--- src/rtl/tick_timer_scheduler.sv ---
// tick_timer_scheduler: prescaled tick shared by NCH countdown channels,
// armed through a round-robin req/gnt handshake, one-cycle expire pulses.
//
// Ports:
//   clk_in    system clock
//   rst_n     asynchronous active-low reset
//   pause     (only with TICK_TIMER_PAUSE_EN) freezes prescaler and countdown
//   req       per-channel arm request, held until gnt seen
//   load_val  channel i duration in ticks at [i*CNT_W +: CNT_W]
//   cancel    per-channel disarm, level-sampled
//   gnt       one-hot registered grant, one cycle
//   busy      channel armed
//   expire    one-cycle registered timeout pulse
//   tick_out  one-cycle tick every CLK_DIV cycles
//
// Optional feature macro: TICK_TIMER_PAUSE_EN (adds the pause input).
module tick_timer_scheduler #(
    parameter int CLK_DIV = 1000000,
    parameter int NCH     = 4,
    parameter int CNT_W   = 16
) (
    input  logic                 clk_in,
    input  logic                 rst_n,
`ifdef TICK_TIMER_PAUSE_EN
    input  logic                 pause,
`endif
    input  logic [NCH-1:0]       req,
    input  logic [NCH*CNT_W-1:0] load_val,
    input  logic [NCH-1:0]       cancel,
    output logic [NCH-1:0]       gnt,
    output logic [NCH-1:0]       busy,
    output logic [NCH-1:0]       expire,
    output logic                 tick_out
);

    localparam int PW = (CLK_DIV > 1) ? $clog2(CLK_DIV) : 1;
    localparam int RW = (NCH > 1) ? $clog2(NCH) : 1;
    localparam logic [PW-1:0] LAST = PW'(CLK_DIV - 1);

    typedef enum logic {
        IDLE  = 1'b0,
        ARMED = 1'b1
    } ch_st_t;

    logic [PW-1:0]    r_presc;
    logic             r_tick;
    logic [RW-1:0]    r_rr;
    logic [NCH-1:0]   r_gnt;
    logic [NCH-1:0]   r_exp;
    ch_st_t           r_st  [NCH];
    logic [CNT_W-1:0] r_cnt [NCH];

    logic [NCH-1:0]   w_elig;
    logic [NCH-1:0]   w_gnt;
    logic [RW-1:0]    w_rr_nxt;
    logic [RW-1:0]    w_sel;
    logic             w_found;

    // Prescaler: phase is never reset by arming, so a channel's
    // effective duration lies between L-1 and L tick periods.
    always_ff @(posedge clk_in or negedge rst_n) begin
        if (!rst_n) begin
            r_presc <= '0;
            r_tick  <= 1'b0;
        end
`ifdef TICK_TIMER_PAUSE_EN
        else if (pause) begin
            r_tick <= 1'b0;
        end
`endif
        else if (r_presc == LAST) begin
            r_presc <= '0;
            r_tick  <= 1'b1;
        end else begin
            r_presc <= r_presc + 1'b1;
            r_tick  <= 1'b0;
        end
    end

    // Round-robin search from r_rr. The registered grant masks a
    // requester that still holds req in its grant cycle.
    always_comb begin
        w_elig   = req & ~cancel & ~r_gnt;
        w_gnt    = '0;
        w_rr_nxt = r_rr;
        w_found  = 1'b0;
        w_sel    = '0;
        for (int i = 0; i < NCH; i++) begin
            w_sel = RW'((int'(r_rr) + i) % NCH);
            if (!w_found && w_elig[w_sel]) begin
                w_found      = 1'b1;
                w_gnt[w_sel] = 1'b1;
                w_rr_nxt     = RW'((int'(w_sel) + 1) % NCH);
            end
        end
    end

    // Channel FSMs. Priority: cancel, then (re-)arm, then expiry.
    // A zero count in ARMED only arises from load_val = 0 and
    // expires on the next edge regardless of the tick.
    always_ff @(posedge clk_in or negedge rst_n) begin
        if (!rst_n) begin
            r_gnt <= '0;
            r_exp <= '0;
            r_rr  <= '0;
            for (int k = 0; k < NCH; k++) begin
                r_st[k]  <= IDLE;
                r_cnt[k] <= '0;
            end
        end else begin
            r_gnt <= w_gnt;
            r_rr  <= w_rr_nxt;
            for (int k = 0; k < NCH; k++) begin
                r_exp[k] <= 1'b0;
                if (cancel[k]) begin
                    r_st[k]  <= IDLE;
                    r_cnt[k] <= '0;
                end else if (w_gnt[k]) begin
                    r_st[k]  <= ARMED;
                    r_cnt[k] <= load_val[k*CNT_W +: CNT_W];
                end else if (r_st[k] == ARMED) begin
                    if (r_cnt[k] == '0) begin
                        r_st[k]  <= IDLE;
                        r_exp[k] <= 1'b1;
                    end else if (r_tick) begin
                        r_cnt[k] <= r_cnt[k] - 1'b1;
                        if (r_cnt[k] == CNT_W'(1)) begin
                            r_st[k]  <= IDLE;
                            r_exp[k] <= 1'b1;
                        end
                    end
                end
            end
        end
    end

    always_comb begin
        busy = '0;
        for (int k = 0; k < NCH; k++) begin
            busy[k] = (r_st[k] == ARMED);
        end
    end

    assign gnt      = r_gnt;
    assign expire   = r_exp;
    assign tick_out = r_tick;

endmodule

--- config.mk ---
export PLATFORM = sky130hd
export DESIGN_NAME = tick_timer_scheduler
export DESIGN_NICKNAME = d
export VERILOG_FILES = /design/src/rtl/tick_timer_scheduler.sv
export SDC_FILE = /design/constraint.sdc
export NUM_CORES = 1
export LEC_CHECK = 0
export CORE_ASPECT_RATIO = 0.5
export CORE_MARGIN = 3
export CORE_UTILIZATION = 40
export CTS_CLUSTER_DIAMETER = 200
export DETAILED_ROUTE_END_ITERATION = 6
export PLACE_DENSITY = 0.64
export SYNTH_ARGS = -nofsm -noshare
export SYNTH_HDL_FRONTEND = slang
export SYNTH_SLANG_ARGS = --single-unit
export TNS_END_PERCENT = 10
--- constraint.sdc ---
create_clock -name clk_in -period 4.2 [get_ports clk_in]
set_clock_uncertainty 0.1 [all_clocks]
set_input_delay 0.84 -clock clk_in [delete_from_list [all_inputs] [get_ports clk_in]]
set_output_delay 0.84 -clock clk_in [all_outputs]
set_load 0.01 [all_outputs]
==> flow_summary_export.csv <==
group,metric,value,unit
power_and_ir_drop,pwr-share-seq,0.320,
synth,ys_seq_elements,99,
worst_setup_path,crit_slowest_cell,"dfrtp_1",
global_route,overflow,0,
finish,layout-area-overhead-vs-synth,20.9,%
sta,max-slew-margin-rel,0.341,
finish,nFillCells,1410,
worst_setup_path,critPathArrivalTime,3.76,ns
synth,yosys-top-cells-count,"99 x dfrtp_1, 59 x a21oi_1, 45 x a211oi_1, 40 x nand3_1, 38 x xor2_1",
worst_setup_path,reg2reg_slack,0.58,ns
power_and_ir_drop,comb_power_share,0.528,
clock_tree,cts_setup_buffers,0,
run,drv_cap,0,
sta,fin_crit_sh,0.861,
placed_design,portBuffers,86,
global_route,grt_pass1_wl,25800,µm
clock_tree,clock-sinks,99,
clock_tree,cts_tree,"yes",
finish,drive_above_1_share,0.111,
floorplanning,fp.dieArea,17600,µm²
detailed_routing,drt_iter0_drc,318,
floorplanning,core,15000,µm²
synth,synth_async_sr_flop_share,1.00,
worst_setup_path,cp-end-kind,"flop",
sta,timing.fmax,276,MHz
worst_setup_path,cp_slowest_stage_delay,0.69,ns
synth,synthesis.area,6360,µm²
global_route,track_usage,0.177,
floorplanning,fp.dieH,95.2,µm
power_and_ir_drop,power_density,702,nW/µm²
synth,synth_enable_flop_cells,0,
clock_tree,cts_resized,0,
sta,rsz0062_at_grt,"no",
global_route,busiest_layer,"met2",
synth,synth_top_area_frac,0.389,
placed_design,gp_congestion,0.883,
sta,tns,0,ns
floorplanning,io_pins,87,
sta,final-setup-viol-count,0,
global_route,grtUsageMet2,0.294,
synth,yosysTopAreaCell,"dfrtp_1",
worst_setup_path,start_kind,"flop",
sta,period_needed,3.62,ns
power_and_ir_drop,internal_power,2.94,mW
global_route,grt_antenna_before_repair,0,
floorplanning,die_x,184,µm
global_route,use_met3,0.0290,
clock_tree,clock_latency,0.34,ns
synth,synth_cells,667,
worst_setup_path,crit_family,"compound AO/OA/AOI/OAI gates",
clock_tree,cts_made_buffers,9,
synth,syn_nets,758,
detailed_routing,wl_per_cell,15.8,µm
detailed_routing,num_vias,5265,
status,status,"complete, no violations",
global_route,grt_start_max_net_pins,75,
floorplanning,start_util,0.424,
detailed_routing,wl,15100,µm
min_path,hold_class,"reg2reg",
finish,nNetsFinal,840,
detailed_routing,first_pass_iters,4,
synth,synth.avg_cell_area,9.54,µm²
finish,fin_util,0.513,
power_and_ir_drop,pwr-share-clk,0.152,
synth,yosysWarnings,0,
worst_setup_path,cp_cell_sequence,"inv_2, ha_1, nor4b_1, a211oi_1, o221ai_1, a41o_1, a21oi_1, a311oi_1",
worst_setup_path,crit_required,4.35,ns
sta,slew_viol_final,0,
detailed_routing,detail_route.drc_violations,0,
clock_tree,cts-hold-fix-buffers,0,
synth,synth.most_common_cell,"dfrtp_1",
clock_tree,htreeDepth,3,
worst_setup_path,critPathKind,"reg2reg",
worst_setup_path,critPathMaxFanout,16,
power_and_ir_drop,power_switching,2.46,mW
sta,tightest_slew,0.988,ns
clock_tree,clock-root-buffer,"clkbuf_16",
clock_tree,cts_buffer_depth,2,
power_and_ir_drop,vdd_drop_max,0.347,mV
finish,antennaDiodeCount,0,
global_route,grt_pass1_vias,5377,
synth,seq_area_frac_synth,0.389,
global_route,gr-usage-met1,0.242,
sta,hold_viol_final,0,
synth,ys_types,60,
synth,ys_dominant_reg_cell,"dfrtp_1",
worst_setup_path,worst-path-buf-inv,1,
placed_design,dp.final_hpwl,10700,µm
power_and_ir_drop,p_leak,3.14,nW
clock_tree,clkTransAtPathRegs,0.08,ns
synth,synthTopCellsByArea,"dfrtp_1 39%, a211oi_1 5.3%, xor2_1 5.2%",
floorplanning,num_rows,31,
detailed_routing,via_per_inst,5.53,
detailed_routing,ant_nets,0,
power_and_ir_drop,netSwitchingFraction,0.456,
==> power groups by stage <==
stage,registers [mW],clock network [mW],logic (mW)
3_3_place_gp,1.73,0,2.78
6_report,1.73,0.822,2.85
4_1_cts,1.72,0.846,2.85
2_1_floorplan,1.64,0,2.26
5_1_grt,1.79,0.882,3.20
3_5_place_dp,1.73,0,2.84
==> layout make-up <==
cell class | instances | area [µm²] | share of cell area
Clock buffer | 9 | 225 | 0.0293
Clock inverter | 7 | 66.3 | 0.00862
Inverter | 40 | 150 | 0.0195
Multi-Input combinational cell | 497 | 3550 | 0.461
Sequential cell | 99 | 2480 | 0.322
Tap cell | 198 | 248 | 0.0322
Timing Repair Buffer | 102 | 978 | 0.127
==> cell usage in the layout, fill, tap and decap left out, types with 3 or more instances in the layout <==
master / Yosys / routed
and3_1: 5 / 5
nand4_1: 6 / 6
or3b_1: 4 / 4
a211oi_1: 45 / 45
and2_1: 7 / 7
xor2_1: 38 / 38
a21oi_1: 59 / 59
or3b_2: 4 / 4
and4_1: 4 / 4
dfrtp_1: 99 / 99
nand3_1: 40 / 40
inv_1: 36 / 36
nor4b_1: 4 / 4
o21ai_0: 5 / 5
ha_1: 17 / 17
nor3b_1: 8 / 8
xnor2_1: 32 / 32
a311oi_1: 4 / 4
or3_1: 13 / 13
nor4_1: 23 / 23
nor3_1: 32 / 32
clkbuf_16: 0 / 9
clkdlybuf4s50_1: 0 / 85
o21a_1: 3 / 3
or4_1: 9 / 9
mux2_2: 3 / 3
nor2_1: 33 / 33
o221ai_1: 4 / 4
a211oi_2: 25 / 25
inv_6: 0 / 3
inv_2: 4 / 4
buf_4: 2 / 17
mux2i_1: 5 / 5
nand2_1: 27 / 27
nand4b_1: 3 / 3
==> metal layers <==
metal | wire (µm) | vias to the layer above
li1 | - | 2640
met1 | 7290 | 2506
met2 | 6980 | 94
met3 | 481 | 25
met4 | 332 | 0
met5 | 0 | -
==> final timing paths <==
| kind | startpoint | endpoint | cells after the start |
|---|---|---|---|
| setup / recovery | r_rr[0] | r_cnt[34] | 8 |
| hold / removal | r_presc[0] | r_presc[0] | 1 |
| setup reg to reg | r_rr[0] | r_cnt[34] | 8 |
| hold reg to reg | r_presc[0] | r_presc[0] | 1 |
| max in group asynchronous | rst_n | r_cnt[33] | 2 |
| min in group asynchronous | rst_n | r_cnt[59] | 1 |
==> flip-flops by register name, summed over array words and instances (netlist names) <==
| signal | count |
|---|---|
| busy | 4 |
| expire | 4 |
| tick_out | 1 |
| r_rr | 2 |
| r_cnt | 64 |
| gnt | 4 |
| r_presc | 20 |
==> logic make-up after synthesis <==
family                     after synthesis  synth area share
and+or+nand+nor                        240             0.217
buffers and inverters                   71            0.0529
xor gates and xnor gates                70            0.0963
adders and majority gates               17            0.0334
DFF                                     99             0.389
AOI/OAI and AO/OA                      160             0.191
muxes                                   10            0.0203
==> through the flow <==
stage	area [µm²]	power (mW)	std cells	setup slack, ns	hold slack, ns
after global routing	7690	5.87	952	0.253	0.407
final	7690	5.40	952	0.583	0.349
after detailed placement	7400	4.57	936	0.431	0.343
after global placement	7400	4.51	936	0.469	0.334
after CTS	7690	5.42	952	0.696	0.354
after floorplan	6360	3.90	667	1.20	0.324
(Power assumes the default switching activity.)
